$ cat config.mk
export PLATFORM = sky130hd
export DESIGN_NAME = hazard_stall_ctrl
export DESIGN_NICKNAME = d
export VERILOG_FILES = /design/src/rtl/hazard_stall_ctrl.sv
export SDC_FILE = /design/constraint.sdc
export NUM_CORES = 1
export LEC_CHECK = 0
export CAP_MARGIN = 0
export CORE_AREA = 2 2 39 41
export DETAILED_ROUTE_END_ITERATION = 8
export DIE_AREA = 0 0 41 43
export PLACE_DENSITY_LB_ADDON = 0.25
export SLEW_MARGIN = 25
export SYNTH_ARGS = -nofsm -noshare
export SYNTH_HDL_FRONTEND = slang
export SYNTH_SLANG_ARGS = --single-unit
$ cat constraint.sdc
create_clock -name clk -period 1.6 [get_ports clk]
set_input_delay 0.16 -clock clk [delete_from_list [all_inputs] [get_ports clk]]
set_output_delay 0.16 -clock clk [all_outputs]
set_load 0.005 [all_outputs]
$ cat src/rtl/hazard_stall_ctrl.sv
// rtl/hazard_stall_ctrl.sv - load-use / control-hazard stall and flush unit for the 5-stage pipeline
//
// Purpose:
//   Sits beside the ID stage. It raises load-use stalls (LOAD_LAT cycles) and
//   taken-branch flush windows (BR_FLUSH_CYC cycles). It also freezes the
//   pipeline while data memory is busy. One small FSM and one shared
//   down-counter track the multi-cycle windows. Outputs are combinational from
//   state, counter and inputs, so a stall asserts in the cycle it is detected.
//
// Optional build macro:
//   HAZ_PERF_CNT_EN - adds saturating 32-bit perf counters for load-stall and
//                     flush cycles (perf_ld_stall_cycles, perf_flush_cycles).
//
// Ports:
//   clk                  in   rising-edge clock
//   rst_n                in   asynchronous active-low reset
//   ex_mem_read          in   EX-stage instruction is a load
//   ex_rt                in   load destination register in EX
//   id_rs, id_rt         in   ID source registers
//   id_op                in   ID opcode
//   id_valid             in   ID holds a real instruction
//   ex_branch_taken      in   taken branch/jump resolved in EX
//   mem_busy             in   data memory not ready, freeze pipeline
//   pc_write_en          out  PC may update
//   ifid_write_en        out  IF/ID may update
//   ifid_flush           out  clear IF/ID to a bubble
//   idex_flush           out  load a bubble into ID/EX
//   stall_active         out  FSM is in LD_STALL or FLUSH
//   perf_ld_stall_cycles out  (HAZ_PERF_CNT_EN) load-stall cycle count
//   perf_flush_cycles    out  (HAZ_PERF_CNT_EN) IF/ID flush cycle count

module hazard_stall_ctrl #(
  parameter int              REG_AW       = 5,
  parameter int              OP_W         = 6,
  parameter int              LOAD_LAT     = 1,
  parameter int              BR_FLUSH_CYC = 1,
  parameter logic [OP_W-1:0] LW_OP        = 6'b100011,
  parameter logic [OP_W-1:0] XORI_OP      = 6'b001110
) (
  input  logic              clk,
  input  logic              rst_n,
  input  logic              ex_mem_read,
  input  logic [REG_AW-1:0] ex_rt,
  input  logic [REG_AW-1:0] id_rs,
  input  logic [REG_AW-1:0] id_rt,
  input  logic [OP_W-1:0]   id_op,
  input  logic              id_valid,
  input  logic              ex_branch_taken,
  input  logic              mem_busy,
  output logic              pc_write_en,
  output logic              ifid_write_en,
  output logic              ifid_flush,
  output logic              idex_flush,
`ifdef HAZ_PERF_CNT_EN
  output logic [31:0]       perf_ld_stall_cycles,
  output logic [31:0]       perf_flush_cycles,
`endif
  output logic              stall_active
);

  localparam int MAX_CYC = (LOAD_LAT > BR_FLUSH_CYC) ? LOAD_LAT : BR_FLUSH_CYC;
  localparam int CNT_W   = $clog2(MAX_CYC + 1);

  localparam logic [CNT_W-1:0] CNT_ONE    = CNT_W'(1);
  localparam logic [CNT_W-1:0] CNT_LD_RLD = CNT_W'(LOAD_LAT - 1);
  localparam logic [CNT_W-1:0] CNT_BR_RLD = CNT_W'(BR_FLUSH_CYC - 1);

  typedef enum logic [1:0] {
    ST_RUN      = 2'd0,
    ST_LD_STALL = 2'd1,
    ST_FLUSH    = 2'd2
  } state_t;

  state_t           state;
  state_t           nxt_state;
  logic [CNT_W-1:0] cnt;
  logic [CNT_W-1:0] nxt_cnt;

  logic hazard;
  logic state_legal;
  logic pc_we_c;
  logic ifid_we_c;
  logic ifid_fl_c;
  logic idex_fl_c;

  // lw and xori take rt as a destination, so a match on rt is not a real use.
  // Register 0 is hard-wired and never creates a dependency.
  assign hazard = id_valid & ex_mem_read & (ex_rt != '0) &
                  ((ex_rt == id_rs) |
                   ((ex_rt == id_rt) & (id_op != LW_OP) & (id_op != XORI_OP)));

  assign state_legal = (state == ST_RUN) || (state == ST_LD_STALL) || (state == ST_FLUSH);

  // Next-state and raw control decode. Priority: mem_busy, branch, load hazard.
  always_comb begin
    pc_we_c   = 1'b1;
    ifid_we_c = 1'b1;
    ifid_fl_c = 1'b0;
    idex_fl_c = 1'b0;
    nxt_state = state;
    nxt_cnt   = cnt;

    if (mem_busy) begin
      // Full freeze: nothing advances, nothing is squashed, window is paused.
      pc_we_c   = 1'b0;
      ifid_we_c = 1'b0;
      if (!state_legal) begin
        nxt_state = ST_RUN;
        nxt_cnt   = '0;
      end
    end else if (ex_branch_taken) begin
      // Taken branch in EX is older than anything in ID: it overrides a
      // pending load stall (squashing the held ID instruction) and restarts
      // an ongoing flush window.
      ifid_fl_c = 1'b1;
      idex_fl_c = 1'b1;
      if (BR_FLUSH_CYC > 1) begin
        nxt_state = ST_FLUSH;
        nxt_cnt   = CNT_BR_RLD;
      end else begin
        nxt_state = ST_RUN;
        nxt_cnt   = '0;
      end
    end else begin
      case (state)
        ST_RUN: begin
          if (hazard) begin
            pc_we_c   = 1'b0;
            ifid_we_c = 1'b0;
            idex_fl_c = 1'b1;
            if (LOAD_LAT > 1) begin
              nxt_state = ST_LD_STALL;
              nxt_cnt   = CNT_LD_RLD;
            end
          end
        end

        ST_LD_STALL: begin
          // EX holds a bubble here, so a fresh ex_mem_read is not examined.
          pc_we_c   = 1'b0;
          ifid_we_c = 1'b0;
          idex_fl_c = 1'b1;
          if (cnt <= CNT_ONE) begin
            nxt_state = ST_RUN;
            nxt_cnt   = '0;
          end else begin
            nxt_cnt = cnt - CNT_ONE;
          end
        end

        ST_FLUSH: begin
          // Wrong-path fetches keep flowing but are squashed; H is irrelevant.
          ifid_fl_c = 1'b1;
          idex_fl_c = 1'b1;
          if (cnt <= CNT_ONE) begin
            nxt_state = ST_RUN;
            nxt_cnt   = '0;
          end else begin
            nxt_cnt = cnt - CNT_ONE;
          end
        end

        default: begin
          nxt_state = ST_RUN;
          nxt_cnt   = '0;
        end
      endcase
    end
  end

  always_ff @(posedge clk or negedge rst_n) begin
    if (!rst_n) begin
      state <= ST_RUN;
      cnt   <= '0;
    end else begin
      state <= nxt_state;
      cnt   <= nxt_cnt;
    end
  end

  // While reset is low the pipeline is held with both bubble controls set,
  // independent of whatever the inputs are doing.
  assign pc_write_en   = rst_n & pc_we_c;
  assign ifid_write_en = rst_n & ifid_we_c;
  assign ifid_flush    = ~rst_n | ifid_fl_c;
  assign idex_flush    = ~rst_n | idex_fl_c;
  assign stall_active  = rst_n & ((state == ST_LD_STALL) | (state == ST_FLUSH));

`ifdef HAZ_PERF_CNT_EN
  logic ld_stall_cyc;

  // Cycles where the PC is held because of a load, not because of memory.
  assign ld_stall_cyc = ~mem_busy & ~ex_branch_taken &
                        (((state == ST_RUN) & hazard) | (state == ST_LD_STALL));

  always_ff @(posedge clk or negedge rst_n) begin
    if (!rst_n) begin
      perf_ld_stall_cycles <= '0;
      perf_flush_cycles    <= '0;
    end else begin
      if (ld_stall_cyc && (perf_ld_stall_cycles != 32'hFFFF_FFFF)) begin
        perf_ld_stall_cycles <= perf_ld_stall_cycles + 32'd1;
      end
      if (ifid_flush && (perf_flush_cycles != 32'hFFFF_FFFF)) begin
        perf_flush_cycles <= perf_flush_cycles + 32'd1;
      end
    end
  end
`endif

endmodule

==> results of run 1 <==
-- cell type report --
| cell class | instances | share of cell area |
|---|---|---|
| Tap cell | 16 | 0.0322 |
| Timing Repair Buffer | 35 | 0.509 |
| Multi-Input combinational cell | 29 | 0.441 |
| Inverter | 3 | 0.0181 |
-- cell families after synthesis --
kind of cell,count (synthesis)
AND/OR/NAND/NOR,13
AO/OA/AOI/OAI,5
buffers and inverters,5
XOR/XNOR,10
other,1
-- what timing repair did --
| item | CTS | global route |
|---|---|---|
| gates resized for setup | 29 | 13 |
| pin swaps | 6 | 5 |
| endpoints found under the setup margin | 4 | 4 |
| buffers inserted | 0 | 0 |
-- power by group through the flow --
| stage | Combinational, µW | Clock [µW] | Sequential [µW] |
|---|---|---|---|
| 2_1_floorplan | 42.3 | 0 | 0 |
| 3_3_place_gp | 137 | 0 | 0 |
| 3_5_place_dp | 138 | 0 | 0 |
| 4_1_cts | 132 | 0 | 0 |
| 5_1_grt | 154 | 0 | 0 |
| 6_report | 141 | 0 | 0 |
-- placed cells by master, fill, tap and decap left out --
cell and n:
a21boi_2 1, buf_2 5, buf_4 5, clkbuf_2 1
clkdlybuf4s50_1 16, conb_1 1, dlygate4sd2_1 3, dlymetal6s2s_1 5
inv_1 3, nand2_1 2, nand3_1 1, nand4_1 2
nor2b_1 1, nor3_1 2, nor3_2 2, nor4bb_4 2
o2111a_1 1, o211ai_1 1, o21ai_2 1, o311a_4 1
or3_4 1, xnor2_1 2, xor2_1 8
-- metal layers --
layer | track usage | share of wire | vias to the layer above
met4 | 0 | 0 | 0
met5 | 0 | 0 | -
met3 | 0.0157 | 0.11 | 0
met2 | 0.216 | 0.57 | 19
li1 | - | - | 185
met1 | 0.114 | 0.32 | 158
-- path summary, 6_finish.rpt --
path	to	depth (start not counted)
min	idex_flush	6
max	ifid_write_en	6
-- metrics by stage --
step / power, µW / cells / setup slack (ns) / instance area [µm²] / utilization
after floorplan: 42.3 / 34 / 0.192 / 248 / -
after global placement: 137 / 83 / -0.644 / 591 / 0.427
after detailed placement: 138 / 83 / -0.661 / 591 / 0.427
after CTS: 132 / 83 / 0.00883 / 572 / 0.413
after global routing: 154 / 83 / -0.00619 / 622 / 0.449
final: 141 / 83 / 0.0798 / 622 / 0.449
-- worst max-delay path, cell delays in order --
cell and delay [ns]:
clkdlybuf4s50_1 0.41, xor2_1 0.16, nor3_2 0.11, nand3_1 0.12
o2111a_1 0.27, buf_2 0.13
==> results.toml, run 1 <==
[route]
drtAntennaViolNets = 0
first_pass_iters = 1
post-route-drc-count = 0
wl_per_cell_um = 11.3
vias = 362
viasPerCell = 4.36
drt_iter0_drc = 0
routed_wl_um = 941

[timing]
fin_setup_tns_ns = 0
final_max_slew_viol_count = 0
fin_hold_ws_ns = 0.906
period_share = 0.950
fin_crit_ns = 1.52
hold_viol_final = 0
timing.fmax_mhz = 658
setup_violations = 0

[global_route]
gr-usage-all-layers = 0.108
antenna_found_initial = 0
grt_first_pass_wirelength_um = 1410
gr-total-overflow = 0
grt_pass1_vias = 392
grt_max_degree = 5

[synth]
synth_mux_area_frac = 0
synth_most_common_cell = "xor2_1"
synth_top_family_by_area = "XOR/XNOR gates"
synth_compound_area_frac = 0.212
synth_seq_area_share = 0
ys_top_cells_by_area = "xor2_1, o311a_4, nor3_1, nor4bb_1, xnor2_1"
synth_nets = 61
syn_area_um2 = 248
synth_common_cells = "xor2_1, nor3_1, inv_1"
synth_xor_area_frac = 0.354
yosys.area_share.simple = 0.313
synth_fa_ha_area_frac = 0
synth_largest_area_cell = "xor2_1"
netlist.area_leader.share = 0.283
synth.distinct_cells = 17
syn_inst = 34
ys_warn_count = 0
avgSynthCellArea_um2 = 7.29

[die]
die_y_um = 43
rows = 14
dieArea_um2 = 1760
io_pins = 32
fp.dieW_um = 41
initial_utilization = 0.179
core_region_area_um2 = 1380

[worst_hold_path]
hp-class = "input pin to output port"
min-delay-start = "ex_rt[3]"

[clocking]
postCtsHoldBufs = 0

[pwr]
powerDensity_nw_per_um2 = 227
peakVddDrop_mv = 0.101
p_int_uw = 90.5
leakagePower_uw = 0.000303
swShare = 0.358
seqPwrFrac = 0
switchingPower_uw = 50.6
clkPwrFrac = 0
combPwrFrac = 1.000

[layout]
final_nets = 96
drive_gt1_frac = 0.284
area_growth_pct = 151
clockBufferCount = 0
multiInputGateArea_um2 = 274
flops_and_latches = 0
register_area_um2 = 0
n_antenna_cell = 0
nFillCells = 150

[critical_path]
crit_type = "input pin to output port"
critPathArrivalTime_ns = 1.36
cp_max_fo = 2
startpoint = "id_rs[4]"
crit_required_ns = 1.44
startpoint_type = "input pin"
end_kind = "output port"

[outcome]
status = "finished clean"

[placed_design]
io_buffers = 30
gp_congestion = 0.695
dp.final_hpwl_um = 764

[flow_run]
maxCapViolations = 0
Note: power is estimated with default switching activity, not from simulation.
==> run 2, diff against run 1 <==
--- a/config.mk
+++ b/config.mk
@@ -5,6 +5,7 @@
 export SDC_FILE = /design/constraint.sdc
 export NUM_CORES = 1
 export LEC_CHECK = 0
+export ABC_AREA = 1
 export CAP_MARGIN = 0
 export CORE_AREA = 2 2 39 41
 export DETAILED_ROUTE_END_ITERATION = 8
==> run 2 against run 1 <==
First-iteration DRC count is 7 higher. Area after synthesis rose by 16%. Clock-buffer cell count did not move. Total power is 17% lower. Via count rose by 16%. Synthesized cell count grew 85%. Worst setup slack gained 0.040 ns. Critical path depth fell by 1. Cell count rose by 31%. Combinational power fell by 17%.
==> results.toml, run 2 <==
[critical_path]
cpPeakStageDelay_ns = 0.48
cp_max_fo = 2
crit_chain = "clkdlybuf4s50_1 > inv_1 > a21oi_2 > inv_1 > clkdlybuf4s50_1"
crit_slowest_cell = "clkdlybuf4s50_1"
critPathArrivalTime_ns = 1.32
crit_required_ns = 1.44
startpoint_type = "input pin"
crit_type = "input pin to output port"
end_kind = "output port"

[die]
dieArea_um2 = 1760
initial_utilization = 0.207
io_pins = 32
die_y_um = 43
fp.dieW_um = 41
core_region_area_um2 = 1380
rows = 14

[timing]
rsz0062_at_grt = "false"
fin_hold_ws_ns = 0.954
period_share = 0.925
fin_crit_ns = 1.48
timing.fmax_mhz = 676
fin_setup_tns_ns = 0
final_max_slew_viol_count = 0
setup_violations = 0
setup_slack_ns = 0.120
hold_viol_final = 0

[layout]
flops_and_latches = 0
register_area_um2 = 0
final_nets = 122
layoutNonFillerInstCount = 109
area_growth_pct = 104
n_antenna_cell = 0
final_cell_mix = "nand2_1, inv_1, dlygate4sd2_1"
drive_gt1_frac = 0.0753
final_core_util = 0.422
clockBufferCount = 0
final_common_cell = "nand2_1"
nFillCells = 175

[pwr]
peakVddDrop_mv = 0.0723
powerDensity_nw_per_um2 = 200
leakagePower_uw = 0.000352

[synth]
syn_inst = 63
ys_top_cells_by_area = "nand2_1, inv_1, nand3_1, xor2_1, nor2_1"
synth_common_cells = "nand2_1, inv_1, nor2_1"
netlist.area_leader.share = 0.249
syn_area_um2 = 287
synth_most_common_cell = "nand2_1"
ys_warn_count = 0
synth_nets = 90
avgSynthCellArea_um2 = 4.55
synth_largest_area_cell = "nand2_1"
synth_seq_area_share = 0
synth.distinct_cells = 10

[clocking]
postCtsHoldBufs = 0

[route]
vias = 419
viasPerCell = 3.84
routed_wl_um = 721
post-route-drc-count = 0
first_pass_iters = 3
wl_per_cell_um = 6.61
drtAntennaViolNets = 0
drt_iter0_drc = 7

[flow_run]
maxCapViolations = 0

[outcome]
status = "finished clean"

[global_route]
gr-total-overflow = 0
grt_pass1_vias = 336
gr-usage-all-layers = 0.0909
antenna_found_initial = 0
grt_first_pass_wirelength_um = 1200
grt_max_degree = 5

[worst_hold_path]
hp-class = "input pin to output port"

[placed_design]
preCtsSetupSlack_ns = -0.359
dp.final_hpwl_um = 681
place_inst = 109
io_buffers = 30
gp_congestion = 0.611
run 2: cell count changes in the layout (fill, tap and decap cells not counted), sizes merged, moves of 5 or more:
cell	before	now
buf	10	2
clkdlybuf4s50	16	11
dlygate4sd2	3	15
inv	3	16
nand2	2	19
nand3	1	8
nor2	0	9
run 2: metal layers:
layer	track usage	part of all wire	vias up	routed length, µm
li1	-	-	239	-
met1	0.111	0.40	164	290
met2	0.175	0.53	16	379
met3	0	0.072	0	52
met4	0	0	0	0
met5	0	0	-	0
run 2: report_power, final:
group	internal, µW	total [µW]	leakage [µW]	switching [µW]
Sequential	0	0	0	0
Clock	0	0	0	0
Combinational	71.3	117	0.000352	45.3
Total	71.3	117	0.000352	45.3
run 2: path summary, 6_finish.rpt:
kind | from | slack (ns) | to | cells past startpoint
setup / recovery | mem_busy | 0.12 | ifid_flush | 5
hold / removal | id_op[2] | 0.95 | idex_flush | 9
run 2: cells by family after synthesis:
family	after synthesis	synth area share
compound gates	1	0.0175
xor+xnor	6	0.183
other cells	1	0.0131
simple gates	37	0.524
buf+inv	18	0.262
run 2: area by class of cell:
class              count  area [µm²]  area share
inverters             16        60.1       0.103
multi-input cells     45         220       0.377
repair buffers        32         284       0.486
well taps             16        20.0      0.0343
run 2: critical path, delay by kind of cell:
| family | cells | cell delay (ns) |
|---|---|---|
| AOI/OAI and AO/OA | 1 | 0.14 |
| buffers and inverters | 4 | 1.02 |
run 2: what timing repair did:
item,in CTS,in global routing
endpoints found under the hold margin,0,0
cloned,0,0
gates resized for setup,19,8
setup buffers,0,0
pin swaps,11,2
setup endpoints to repair,3,4
run 2: per-stage QoR:
stage | cell area (µm²) | total power (µW)
after CTS | 589 | 119
after detailed placement | 607 | 134
after global placement | 607 | 133
final | 584 | 117
after global routing | 584 | 133
after floorplan | 287 | 45.7
==> run 3, diff against run 2 <==
--- a/config.mk
+++ b/config.mk
@@ -15,3 +15,4 @@
 export SYNTH_ARGS = -nofsm -noshare
 export SYNTH_HDL_FRONTEND = slang
 export SYNTH_SLANG_ARGS = --single-unit
+export TNS_END_PERCENT = 30
==> run 3 against run 2 <==
Maximum frequency barely moved. Die area unchanged. Wire length increased by 1.4%.
==> results.toml, run 3 (synthesis gave the netlist of run 2 again) <==
[layout]
final_core_util = 0.441
drive_gt1_frac = 0.0753
final_common_cell = "nand2_1"
stdcell_area_um2 = 611
area_growth_pct = 113
final_nets = 122
final_cell_mix = "nand2_1, inv_1, clkdlybuf4s50_1"
flops_and_latches = 0
register_area_um2 = 0
n_antenna_cell = 0
clockBufferCount = 0

[route]
routed_wl_um = 731
first_pass_iters = 3
post-route-drc-count = 0
wl_per_cell_um = 6.71
drtAntennaViolNets = 0
viasPerCell = 3.84
vias = 419
drt_iter0_drc = 5

[critical_path]
crit_type = "input pin to output port"
critPathArrivalTime_ns = 1.32
cp_max_fo = 2
startpoint_type = "input pin"
end_kind = "output port"
crit_required_ns = 1.44

[placed_design]
io_buffers = 30
dp.final_hpwl_um = 681
preCtsSetupSlack_ns = -0.359
gp_congestion = 0.611
post_dp_cell_area_um2 = 607

[die]
io_pins = 32
fp.dieW_um = 41
dieArea_um2 = 1760
die_y_um = 43
rows = 14
initial_utilization = 0.207
core_region_area_um2 = 1380

[timing]
rsz0062_at_grt = "false"
hold_viol_final = 0
fin_crit_ns = 1.48
timing.fmax_mhz = 676
period_share = 0.925
setup_slack_ns = 0.120
final_max_slew_viol_count = 0
setup_violations = 0

[pwr]
leakagePower_uw = 0.000396
finalPower_uw = 122
powerDensity_nw_per_um2 = 200
peakVddDrop_mv = 0.0764

[global_route]
grt_max_degree = 5
gr-usage-all-layers = 0.0909
antenna_found_initial = 0
gr-total-overflow = 0
grt_first_pass_wirelength_um = 1200
grt_pass1_vias = 332

[outcome]
status = "finished clean"

[clocking]
postCtsHoldBufs = 0
post-cts-setup-buffer-count = 0

[worst_hold_path]
hp-class = "input pin to output port"

[flow_run]
maxCapViolations = 0
## run 3: final timing paths
kind	cells past startpoint	endpoint	slack, ns	startpoint
max	5	ifid_flush	0.12	mem_busy
min	9	idex_flush	0.93	id_op[5]
## run 3: critical path, cell delays in order
cell and delay (ns):
clkdlybuf4s50_1 0.48, inv_1 0.06, a21oi_2 0.14, inv_1 0.05
clkdlybuf4s50_1 0.43
## run 3: per-stage QoR
step                      TNS (ns)  std cells  hold slack, ns
final                            0        109           0.927
after global routing             0        109            1.04
after CTS                  -0.0945        109            1.11
after detailed placement     -1.02        109            1.36
after global placement       -1.01        109            1.35
after floorplan                  0         63           0.429
## run 3: area by class of cell
type                            instances  area, µm²
Multi-Input combinational cell         45        220
Fill cell                             163        773
Tap cell                               16       20.0
Inverter                               16       60.1
Timing Repair Buffer                   32        310
## run 3: per-layer routing
metal	global-route usage	part of all wire
met5	0	0
met4	0	0
met3	0	0.071
met1	0.111	0.40
met2	0.175	0.53
## run 3: power breakdown
| group | internal [µW] | total [µW] | switching, µW |
|---|---|---|---|
| registers | 0 | 0 | 0 |
| clock network | 0 | 0 | 0 |
| logic | 76.7 | 122 | 45.4 |
## run 3: what timing repair did
item,CTS,global route
cloned,0,0
endpoints found under the setup margin,3,4
hold endpoints to repair,0,0
pin swaps,2,11
resized for setup,10,14
